[config.mk]
export PLATFORM = sky130hd
export DESIGN_NAME = decoder_scan
export DESIGN_NICKNAME = d
export VERILOG_FILES = /design/src/rtl/decoder_scan_pkg.sv /design/src/rtl/decoder_scan_onehot_dec.sv /design/src/rtl/decoder_scan.sv
export SDC_FILE = /design/constraint.sdc
export NUM_CORES = 1
export LEC_CHECK = 0
export ABC_AREA = 0
export BUFFER_PORTS_ARGS = -buffer_cell sky130_fd_sc_hd__buf_2
export CAP_MARGIN = 20
export CORE_MARGIN = 4
export CORE_UTILIZATION = 49
export CTS_CLUSTER_SIZE = 25
export DETAILED_ROUTE_END_ITERATION = 7
export PLACE_DENSITY = 0.76
export SLEW_MARGIN = 40
export SYNTH_ARGS = -nofsm -noshare
export SYNTH_HDL_FRONTEND = slang
export SYNTH_SLANG_ARGS = --single-unit
[constraint.sdc]
create_clock -name clk -period 2.4 [get_ports clk]
set_input_delay 0.36 -clock clk [delete_from_list [all_inputs] [get_ports clk]]
set_output_delay 0.36 -clock clk [all_outputs]
set_load 0.005 [all_outputs]
[src/rtl/decoder_scan_pkg.sv]
// Shared state encodings, mode constants and next-state rule for decoder_scan.
package decoder_scan_pkg;

  localparam logic [1:0] ST_IDLE   = 2'd0;
  localparam logic [1:0] ST_DIRECT = 2'd1;
  localparam logic [1:0] ST_SCAN   = 2'd2;

  localparam logic MODE_DIRECT = 1'b0;
  localparam logic MODE_SCAN   = 1'b1;

  function automatic logic [1:0] next_state(input logic en, input logic mode);
    logic [1:0] ns;
    ns = ST_IDLE;
    if (en) begin
      case (mode)
        MODE_DIRECT: ns = ST_DIRECT;
        MODE_SCAN:   ns = ST_SCAN;
        default:     ns = ST_IDLE;
      endcase
    end
    return ns;
  endfunction

endpackage

[src/rtl/decoder_scan_onehot_dec.sv]
// Combinational binary-to-one-hot decoder; zero latency, no flow control.
module onehot_dec #(
  parameter int SEL_W = 2
) (
  input  logic [SEL_W-1:0]    index,
  output logic [2**SEL_W-1:0] onehot
);

  always_comb begin
    onehot        = '0;
    onehot[index] = 1'b1;
  end

endmodule

[src/rtl/decoder_scan.sv]
// Registered one-hot decoder with DIRECT decode and auto-advancing SCAN mode.
// All outputs are registered (latency 1 from sampled inputs); no backpressure.
module decoder_scan
  import decoder_scan_pkg::*;
#(
  parameter int SEL_W   = 2,
  parameter int DWELL_W = 4
) (
  input  logic                clk,
  input  logic                rst,
  input  logic                en,
  input  logic                mode,
  input  logic [SEL_W-1:0]    sel,
  input  logic [DWELL_W-1:0]  dwell,
  output logic [2**SEL_W-1:0] out,
  output logic [SEL_W-1:0]    idx,
  output logic                wrap
);

  localparam int N = 2**SEL_W;

  logic [1:0]         state;
  logic [1:0]         state_nxt;
  logic [DWELL_W-1:0] cnt;
  logic [DWELL_W-1:0] cnt_nxt;
  logic [SEL_W-1:0]   idx_nxt;
  logic               wrap_nxt;
  logic [N-1:0]       dec;

  always_comb begin
    state_nxt = next_state(en, mode);
    idx_nxt   = idx;
    cnt_nxt   = '0;
    wrap_nxt  = 1'b0;
    case (state_nxt)
      ST_DIRECT: idx_nxt = sel;
      ST_SCAN: begin
        // Any entry into SCAN restarts from sel, so wrap can never fire on entry.
        if (state != ST_SCAN) begin
          idx_nxt = sel;
          cnt_nxt = dwell;
        end else if (cnt == '0) begin
          idx_nxt  = idx + 1'b1;
          cnt_nxt  = dwell;
          wrap_nxt = (idx == {SEL_W{1'b1}});
        end else begin
          cnt_nxt = cnt - 1'b1;
        end
      end
      default: ;
    endcase
  end

  onehot_dec #(.SEL_W(SEL_W)) u_dec (
    .index  (idx_nxt),
    .onehot (dec)
  );

  always_ff @(posedge clk or posedge rst) begin
    if (rst) begin
      state <= ST_IDLE;
      cnt   <= '0;
      idx   <= '0;
      wrap  <= 1'b0;
      out   <= '0;
    end else begin
      state <= state_nxt;
      cnt   <= cnt_nxt;
      idx   <= idx_nxt;
      wrap  <= wrap_nxt;
      out   <= (state_nxt == ST_IDLE) ? '0 : dec;
    end
  end

endmodule
==> results of run 1 <==
cell families after synthesis:
group                    count (synthesis)
AO/OA/AOI/OAI                           12
XOR/XNOR                                 3
adder cells (fa/ha/maj)                  3
buffers and inverters                    6
flip-flops                              13
multiplexers                             2
AND/OR/NAND/NOR                         21
final timing paths:
path                        start        to  slack, ns  cells after the start
min reg2reg                idx[1]    idx[1]       0.59                      2
max reg2reg                cnt[0]    idx[1]       0.59                      6
max                        cnt[0]    idx[1]       0.59                      6
max in group asynchronous     rst    idx[1]       1.97                      2
min in group clk             mode  state[0]       0.28                      2
min                           rst    cnt[2]        0.1                      2
cell usage after synthesis:
cell type | instances | area (um^2)
and3_2 | 1 | 7.51
clkbuf_2 | 1 | 5.00
o21ai_0 | 4 | 20.0
a22o_1 | 1 | 8.76
nand2_1 | 3 | 11.3
or2b_2 | 1 | 8.76
ha_1 | 3 | 37.5
a2bb2oi_1 | 1 | 8.76
nand2b_1 | 1 | 6.26
xnor2_1 | 3 | 26.3
nor3_1 | 1 | 5.00
nand3b_1 | 1 | 7.51
dfrtp_1 | 13 | 325
a21oi_1 | 1 | 5.00
a32oi_1 | 1 | 8.76
a32o_1 | 1 | 10.0
nor2_1 | 7 | 26.3
nor2b_1 | 1 | 6.26
and3b_1 | 1 | 8.76
a211oi_1 | 3 | 22.5
inv_1 | 5 | 18.8
nor3b_4 | 1 | 18.8
and2_1 | 2 | 12.5
nor2_4 | 1 | 11.3
mux2i_1 | 1 | 10.0
mux2_4 | 1 | 15.0
state kept, by name (all words and copies together) (netlist names):
name	count
idx	2
state	2
wrap	1
cnt	4
out	4
area by class of cell:
type	instances	area, um^2
inverters	5	18.8
fillers	99	400
repair buffers	16	80.1
flip-flops and latches	13	325
multi-input cells	41	303
well taps	14	17.5
clock buffers	4	26.3
per-layer routing:
metal | vias up | wire length (um) | GRT usage
li1 | 243 | - | -
met1 | 225 | 511 | 0.181
met2 | 20 | 592 | 0.229
met3 | 0 | 102 | 0.0447
met4 | 0 | 0 | 0.0542
met5 | - | 0 | 0
metrics by stage:
step	cells	worst slack [ns]	total power (W)	util
floorplan	60	0.716	0.000302	-
global placement	89	0.656	0.000327	0.636
detailed placement	89	0.623	0.000328	0.636
CTS	93	0.614	0.000463	0.658
global route	93	0.473	0.000489	0.658
finish	93	0.595	0.000457	0.658
power breakdown:
part / internal, W / switching (W)
clock network: 0.0000643 / 0.0000691
registers: 0.000231 / 0.00000963
logic: 0.0000417 / 0.0000417
total: 0.000337 / 0.000120
==> flow_metrics.env, run 1 <==
export IMPL_postCtsSetupBuffers=0
export IMPL_clkSlewWorstSetupHoldPaths_ns=0.08
export IMPL_num_vias=488
export IMPL_antenna_cells=0
export IMPL_hold_violations=0
export IMPL_finalCritPeriodShare=0.752
export IMPL_timing_critical_path_required_ns=2.54
export IMPL_fin_area_um2=771
export IMPL_cts_max_level=1
export IMPL_synth_top_family_by_area="simple AND/OR/NAND/NOR gates"
export IMPL_place_port_buffers=16
export IMPL_max_cap_viol_count=0
export IMPL_final_cell_mix="buf_2 (16), dfrtp_1 (13), nor2_1 (7)"
export IMPL_start_kind="flip-flop"
export IMPL_cts_tree="built"
export IMPL_p_leak_nw=0.396
export IMPL_die_area_um2=1980
export IMPL_period_needed_ns=1.81
export IMPL_whs_ns=0.0959
export IMPL_clock_latency_ns=0.27
export IMPL_core_um2=1170
export IMPL_max_slew_margin=0.669
export IMPL_cts_root_buf="clkbuf_4"
export IMPL_seq_area_frac_synth=0.499
export IMPL_ys_types=26
export IMPL_cts_buffers=3
export IMPL_post_cts_resized=0
export IMPL_crit_arrival_ns=1.95
export IMPL_grt_pass1_wl_mm=2.06
export IMPL_drc=0
export IMPL_critPathKind="reg -> reg"
export IMPL_hpwlAfterDp_um=895
export IMPL_slowest_stage="dfrtp_1"
export IMPL_end_kind="flip-flop"
export IMPL_critPathTopFamily="flip-flops"
export IMPL_finalWeightedCongestion=0.775
export IMPL_worst_slew_pin_slew_ns=0.496
export IMPL_min_path_type="in -> async"
export IMPL_final_max_slew_viol_count=0
export IMPL_finalNetCount=93
export IMPL_routed_wl_mm=1.21
export IMPL_fin_setup_tns_ns=0
export IMPL_syn_inst=60
export IMPL_ys_warnings_count=0
export IMPL_rsz0062_at_grt="no"
export IMPL_synth_compound_area_frac=0.129
export IMPL_start_util=0.557
export IMPL_syn_area_per_cell_um2=10.9
export IMPL_areaGrowthSynthToFinish_pct=18.2
export IMPL_outcome="finished, final reports clean"
export IMPL_io_pins=17
export IMPL_place_area_um2=744
export IMPL_finClkSkew_ns=0.00114
export IMPL_synth_xor_area_frac=0.0403
export IMPL_synthAdderAreaFrac=0.0576
export IMPL_synth_area_um2=652
export IMPL_avgRoutedWirePerCell_um=13.0
export IMPL_drt_pass1_iterations=5
export IMPL_die_h_um=44.5
export IMPL_antenna_found_initial=0
export IMPL_synth_simple_area_share=0.200
export IMPL_path_cells="inv_1 > ha_1 > nor3b_4 > mux2_4 > a32oi_1 > o21ai_0"
export IMPL_worstPathBufferInverterCount=1
export IMPL_fmax_mhz=554
export IMPL_cts_hold_buffers=0
export IMPL_layout_drive_gt1_share=0.304
export IMPL_grtUsageTotal=0.144
export IMPL_syn_nets=73
export IMPL_ir_worst_vdd_mv=0.322
export IMPL_grt_overflow=0
export IMPL_synth_seq_cells=13
export IMPL_cp_slowest_stage_delay_ns=0.38
export IMPL_ant_nets=0
export IMPL_clock_sinks=13
export IMPL_die_x_um=44.5
export IMPL_via_per_inst=5.25
export IMPL_final_common_cell="buf_2"
export IMPL_row_count=12
export IMPL_power_density_nw_per_um2=593
export IMPL_grt_max_degree=14
export IMPL_cp_max_fo=6
export IMPL_first_iter_violations=5
export IMPL_setup_violations=0
export IMPL_grt_pass1_vias=478
export IMPL_clock_path_buffers=2
export IMPL_synth_mux_area_frac=0.0384
(Power assumes the default switching activity.)
==> inputs of run 2 (changes only) <==
- clock period: 2.4 -> 1.8 ns (I/O delays scaled with it)
==> run 2 against run 1 <==
Against the previous run: the flow now finishes with violations (negative hold slack); clock skew grew 0.0021 ns; total power increased by 35%; clock power up 35%.
==> flow_metrics.env, run 2 (synthesis gave the netlist of run 1 again) <==
export IMPL_cp_slowest_stage_delay_ns=0.39
export IMPL_hpwlAfterDp_um=892
export IMPL_r2r_cells=6
export IMPL_ant_nets=0
export IMPL_grt_pass1_vias=457
export IMPL_grtUsageTotal=0.134
export IMPL_cp_max_fo=3
export IMPL_path_cells="inv_1 > ha_1 > nor3b_4 > mux2_4 > a32o_1 > and2_1"
export IMPL_die_area_um2=1980
export IMPL_clock_latency_ns=0.27
export IMPL_register_area_um2=325
export IMPL_final_max_slew_viol_count=0
export IMPL_clock_sinks=13
export IMPL_hold_violations=13
export IMPL_die_x_um=44.5
export IMPL_fin_setup_tns_ns=0
export IMPL_reg2reg_to="out[3]"
export IMPL_first_iter_violations=5
export IMPL_max_slew_margin=0.690
export IMPL_clkSlewWorstSetupHoldPaths_ns=0.08
export IMPL_finalWeightedCongestion=0.789
export IMPL_grt_overflow=0
export IMPL_num_vias=478
export IMPL_cts_buffers=3
export IMPL_crit_reg2reg_launch="cnt[0]"
export IMPL_top_regs="cnt x4, out x4"
export IMPL_p_leak_nw=0.403
export IMPL_period_needed_ns=1.63
export IMPL_rsz0062_at_grt="no"
export IMPL_postCtsSetupBuffers=0
export IMPL_setup_violations=0
export IMPL_crit_start="cnt[0]"
export IMPL_avgRoutedWirePerCell_um=12.4
export IMPL_outcome="finished with violations"
export IMPL_grt_max_degree=14
export IMPL_power_density_nw_per_um2=786
export IMPL_io_pins=17
export IMPL_worstPathBufferInverterCount=1
export IMPL_antenna_found_initial=0
export IMPL_cts_max_level=1
export IMPL_ir_worst_vdd_mv=0.509
export IMPL_cts_root_buf="clkbuf_4"
export IMPL_finClkSkew_ns=0.00328
export IMPL_start_util=0.557
export IMPL_dp_worst_setup_slack_ns=0.155
export IMPL_slowest_stage="dfrtp_1"
export IMPL_core_um2=1170
export IMPL_worst_slew_pin_slew_ns=0.465
export IMPL_grt_pass1_wl_mm=1.95
export IMPL_crit_arrival_ns=1.80
export IMPL_setup_ws_ns=0.173
export IMPL_max_cap_viol_count=0
export IMPL_fmax_mhz=614
export IMPL_drt_pass1_iterations=4
export IMPL_place_port_buffers=16
export IMPL_die_h_um=44.5
export IMPL_end_kind="flip-flop"
export IMPL_layout_drive_gt1_share=0.325
export IMPL_areaGrowthSynthToFinish_pct=20.5
export IMPL_critPathTopFamily="flip-flops"
export IMPL_whs_ns=-0.0106
export IMPL_antenna_cells=0
export IMPL_timing_critical_path_required_ns=1.97
export IMPL_multi_input_area_um2=310
export IMPL_drc=0
export IMPL_min_path_type="in -> async"
export IMPL_cts_tree="built"
export IMPL_violations="negative hold slack"
export IMPL_final_cell_mix="buf_2 (16), dfrtp_1 (13), nor2_1 (7)"
export IMPL_critPathKind="reg -> reg"
export IMPL_finalCritPeriodShare=0.904
export IMPL_r2r_slack_ns=0.17
export IMPL_routed_wl_mm=1.17
export IMPL_fillers=91
export IMPL_start_kind="flip-flop"
export IMPL_clock_path_buffers=2
export IMPL_row_count=12
export IMPL_finalNetCount=94
export IMPL_final_common_cell="buf_2"
export IMPL_cts_hold_buffers=0
export IMPL_via_per_inst=5.09
-- run 2: layer usage --
| metal | part of all wire | global-route usage | wire length [um] |
|---|---|---|---|
| met3 | 0.063 | 0.0407 | 73 |
| met2 | 0.45 | 0.203 | 523 |
| met1 | 0.48 | 0.183 | 558 |
| met4 | 0.010 | 0.0361 | 12 |
| met5 | 0 | 0 | 0 |
-- run 2: final cells by class --
type,instances,share of cell area
inverter,5,0.0239
multi-input combinational,41,0.395
timing repair buffer,17,0.111
sequential,13,0.414
clock buffer,4,0.0334
tap,14,0.0223
-- run 2: worst max path at each step --
stage / slack, ns / depth (start not counted) / endpoint
finish: 0.17 / 6 / out[3]
detailed placement: 0.16 / 6 / idx[1]
floorplan: 0.12 / 6 / out[3]
global placement: 0.22 / 6 / out[3]
CTS: 0.14 / 6 / idx[1]
global route: 0.07 / 6 / idx[1]
-- run 2: where the power goes --
part           internal (W)  switching, W  total [W]
logic             0.0000598     0.0000573   0.000117
clock network     0.0000859     0.0000936   0.000179
registers          0.000308     0.0000132   0.000321
total              0.000454      0.000164   0.000618
-- run 2: worst register-to-register path: cells and delay by family, from the launching register on --
family / cells / cell delay, ns
AOI/OAI and AO/OA: 1 / 0.23
adders and majority gates: 1 / 0.15
buffers and inverters: 1 / 0.10
DFF: 1 / 0.39
muxes: 1 / 0.33
and+or+nand+nor: 2 / 0.33
-- run 2: repair_timing --
action / 4_1_cts / 5_1_grt
hold endpoints to repair: 0 / 0
resized for setup: 0 / 1
endpoints found under the setup margin: 0 / 1
-- run 2: through the flow --
stage / instance area (um^2) / total power (W) / util / std cells / hold WS (ns)
4_1_cts: 778 / 0.000618 / 0.665 / 94 / 0.0156
5_1_grt: 786 / 0.000651 / 0.671 / 94 / 0.0329
2_1_floorplan: 652 / 0.000403 / - / 60 / 0.147
6_report: 786 / 0.000618 / 0.671 / 94 / -0.0106
3_3_place_gp: 752 / 0.000439 / 0.642 / 90 / 0.305
3_5_place_dp: 752 / 0.000442 / 0.642 / 90 / 0.316
==> inputs of run 3 (changes only) <==
- CORE_UTILIZATION: 49 -> 44
- PLACE_DENSITY: 0.76 -> 0.72
- clock period: 1.8 -> 1.3 ns (I/O delays scaled with it)
==> run 3 against run 2 <==
Against the previous run: the flow finishes with violations (negative setup slack); total power rose by 51%; clock-buffer cell count unchanged; maximum frequency increased by 0.63%; sequential share of layout area shrank 7.5 points; final area increased by 22%; non-clock buffer count is 13 higher; critical endpoint unchanged; highest routed layer unchanged.
==> flow_metrics.env, run 3 (synthesis gave the netlist of run 1 again) <==
export IMPL_crit_arrival_ns=1.78
export IMPL_setup_violations=11
export IMPL_max_slew_margin=0.684
export IMPL_setup_ws_ns=-0.317
export IMPL_finalWeightedCongestion=0.770
export IMPL_power_density_nw_per_um2=974
export IMPL_outcome="finished with violations"
export IMPL_critPathKind="reg -> reg"
export IMPL_wl_met1_um=591
export IMPL_p_comb_frac=0.271
export IMPL_drt_pass1_iterations=2
export IMPL_grtUsageTotal=0.163
export IMPL_worst_slew_pin_slew_ns=0.473
export IMPL_via_per_inst=5.22
export IMPL_die_area_um2=2160
export IMPL_row_count=13
export IMPL_start_kind="flip-flop"
export IMPL_finalCritPeriodShare=1.24
export IMPL_p_clk_frac=0.261
export IMPL_place_port_buffers=16
export IMPL_ir_worst_vdd_mv=0.877
export IMPL_final_cells=108
export IMPL_final_common_cell="buf_2"
export IMPL_max_cap_viol_count=0
export IMPL_cts_tree="built"
export IMPL_layout_drive_gt1_share=0.527
export IMPL_areaGrowthSynthToFinish_pct=47.4
export IMPL_hold_violations=0
export IMPL_cts_buffers=3
export IMPL_grt_overflow=0
export IMPL_grt_pass1_wl_mm=2.41
export IMPL_cp_max_fo=2
export IMPL_min_path_type="in -> reg"
export IMPL_die_h_um=46.5
export IMPL_end_kind="flip-flop"
export IMPL_num_vias=564
export IMPL_dp_cells=98
export IMPL_cts_max_level=1
export IMPL_first_iter_violations=4
export IMPL_fmax_mhz=618
export IMPL_finClkSkew_ns=0.00145
export IMPL_core_um2=1350
export IMPL_fillers=92
export IMPL_routed_wl_mm=1.45
export IMPL_antenna_cells=0
export IMPL_internal_power_w=0.000685
export IMPL_grt_pass1_vias=589
export IMPL_clkSlewWorstSetupHoldPaths_ns=0.07
export IMPL_power_switching_w=0.000251
export IMPL_final_cell_mix="buf_2 (16), dfrtp_1 (13), buf_4 (10)"
export IMPL_avgRoutedWirePerCell_um=13.4
export IMPL_cts_root_buf="clkbuf_4"
export IMPL_io_pins=17
export IMPL_die_x_um=46.5
export IMPL_period_needed_ns=1.62
export IMPL_violations="negative setup slack"
export IMPL_clock_latency_ns=0.27
export IMPL_seq_power_share=0.469
export IMPL_ant_nets=0
export IMPL_timing_critical_path_required_ns=1.47
export IMPL_start_util=0.483
export IMPL_p_leak_nw=0.482
export IMPL_swShare=0.268
export IMPL_rsz0062_at_grt="yes"
export IMPL_highest_layer="met4"
export IMPL_hpwlAfterDp_mm=1.02
export IMPL_wl_met2_um=737
export IMPL_clock_path_buffers=2
export IMPL_antenna_found_initial=0
export IMPL_finish_utilization=0.712
export IMPL_clock_sinks=13
export IMPL_wl_met3_um=93
export IMPL_grt_max_degree=14
export IMPL_drc=0
export IMPL_power_w=0.000936
export IMPL_top_regs="cnt x4, out x4"
export IMPL_finalNetCount=107
export IMPL_dp_worst_setup_slack_ns=-0.313
export IMPL_final_max_slew_viol_count=0
-- run 3: worst max-delay path, stage by stage, from the launching register on --
cell	delay, ns
dfrtp_1	0.40
inv_2	0.08
ha_4	0.13
nor3b_4	0.23
mux2_4	0.33
a32o_1	0.21
and2_1	0.13
-- run 3: what timing repair did --
item                       CTS  global route
gates resized for setup     12             8
buffers inserted             3             2
hold endpoints to repair    13             0
pin swaps                    7             8
setup endpoints to repair   10            11
hold buffers                 1             0
-- run 3: worst paths after layout --
kind	startpoint	end	slack (ns)	cells past startpoint
hold / removal	mode	state[0]	0.11	2
max in group asynchronous	rst	out[2]	0.51	3
hold reg to reg	idx[1]	idx[1]	0.65	3
setup reg to reg	cnt[0]	out[3]	-0.32	6
setup / recovery	cnt[0]	out[3]	-0.32	6
min in group asynchronous	rst	cnt[0]	0.47	3
-- run 3: power by group through the flow --
stage	sequential (W)	combinational (W)	clock, W
after floorplan	0.000451	0.000108	0
after global placement	0.000446	0.000185	0
after detailed placement	0.000447	0.000191	0
after CTS	0.000439	0.000223	0.000247
after global routing	0.000442	0.000281	0.000266
final	0.000439	0.000253	0.000244
-- run 3: stage by stage --
| step | hold WS [ns] | cell area [um^2] | setup TNS, ns |
|---|---|---|---|
| after floorplan | 0.0720 | 652 | -1.59 |
| after global placement | 0.230 | 806 | -1.43 |
| after detailed placement | 0.233 | 806 | -2.12 |
| after CTS | 0.103 | 903 | -1.81 |
| after global routing | 0.117 | 961 | -3.08 |
| final | 0.112 | 961 | -2.08 |
-- run 3: layout make-up --
class,instances,area [um^2],area share
inverter,5,18.8,0.0195
sequential,13,325,0.339
clock buffer,4,26.3,0.0273
timing repair buffer,30,199,0.207
multi-input combinational,41,373,0.388
tap,15,18.8,0.0195
-- run 3: metal layers --
metal / up-vias / track usage
met2: 16 / 0.297
met4: 0 / 0.0511
met3: 4 / 0.0586
li1: 271 / -
met5: - / 0
met1: 273 / 0.171
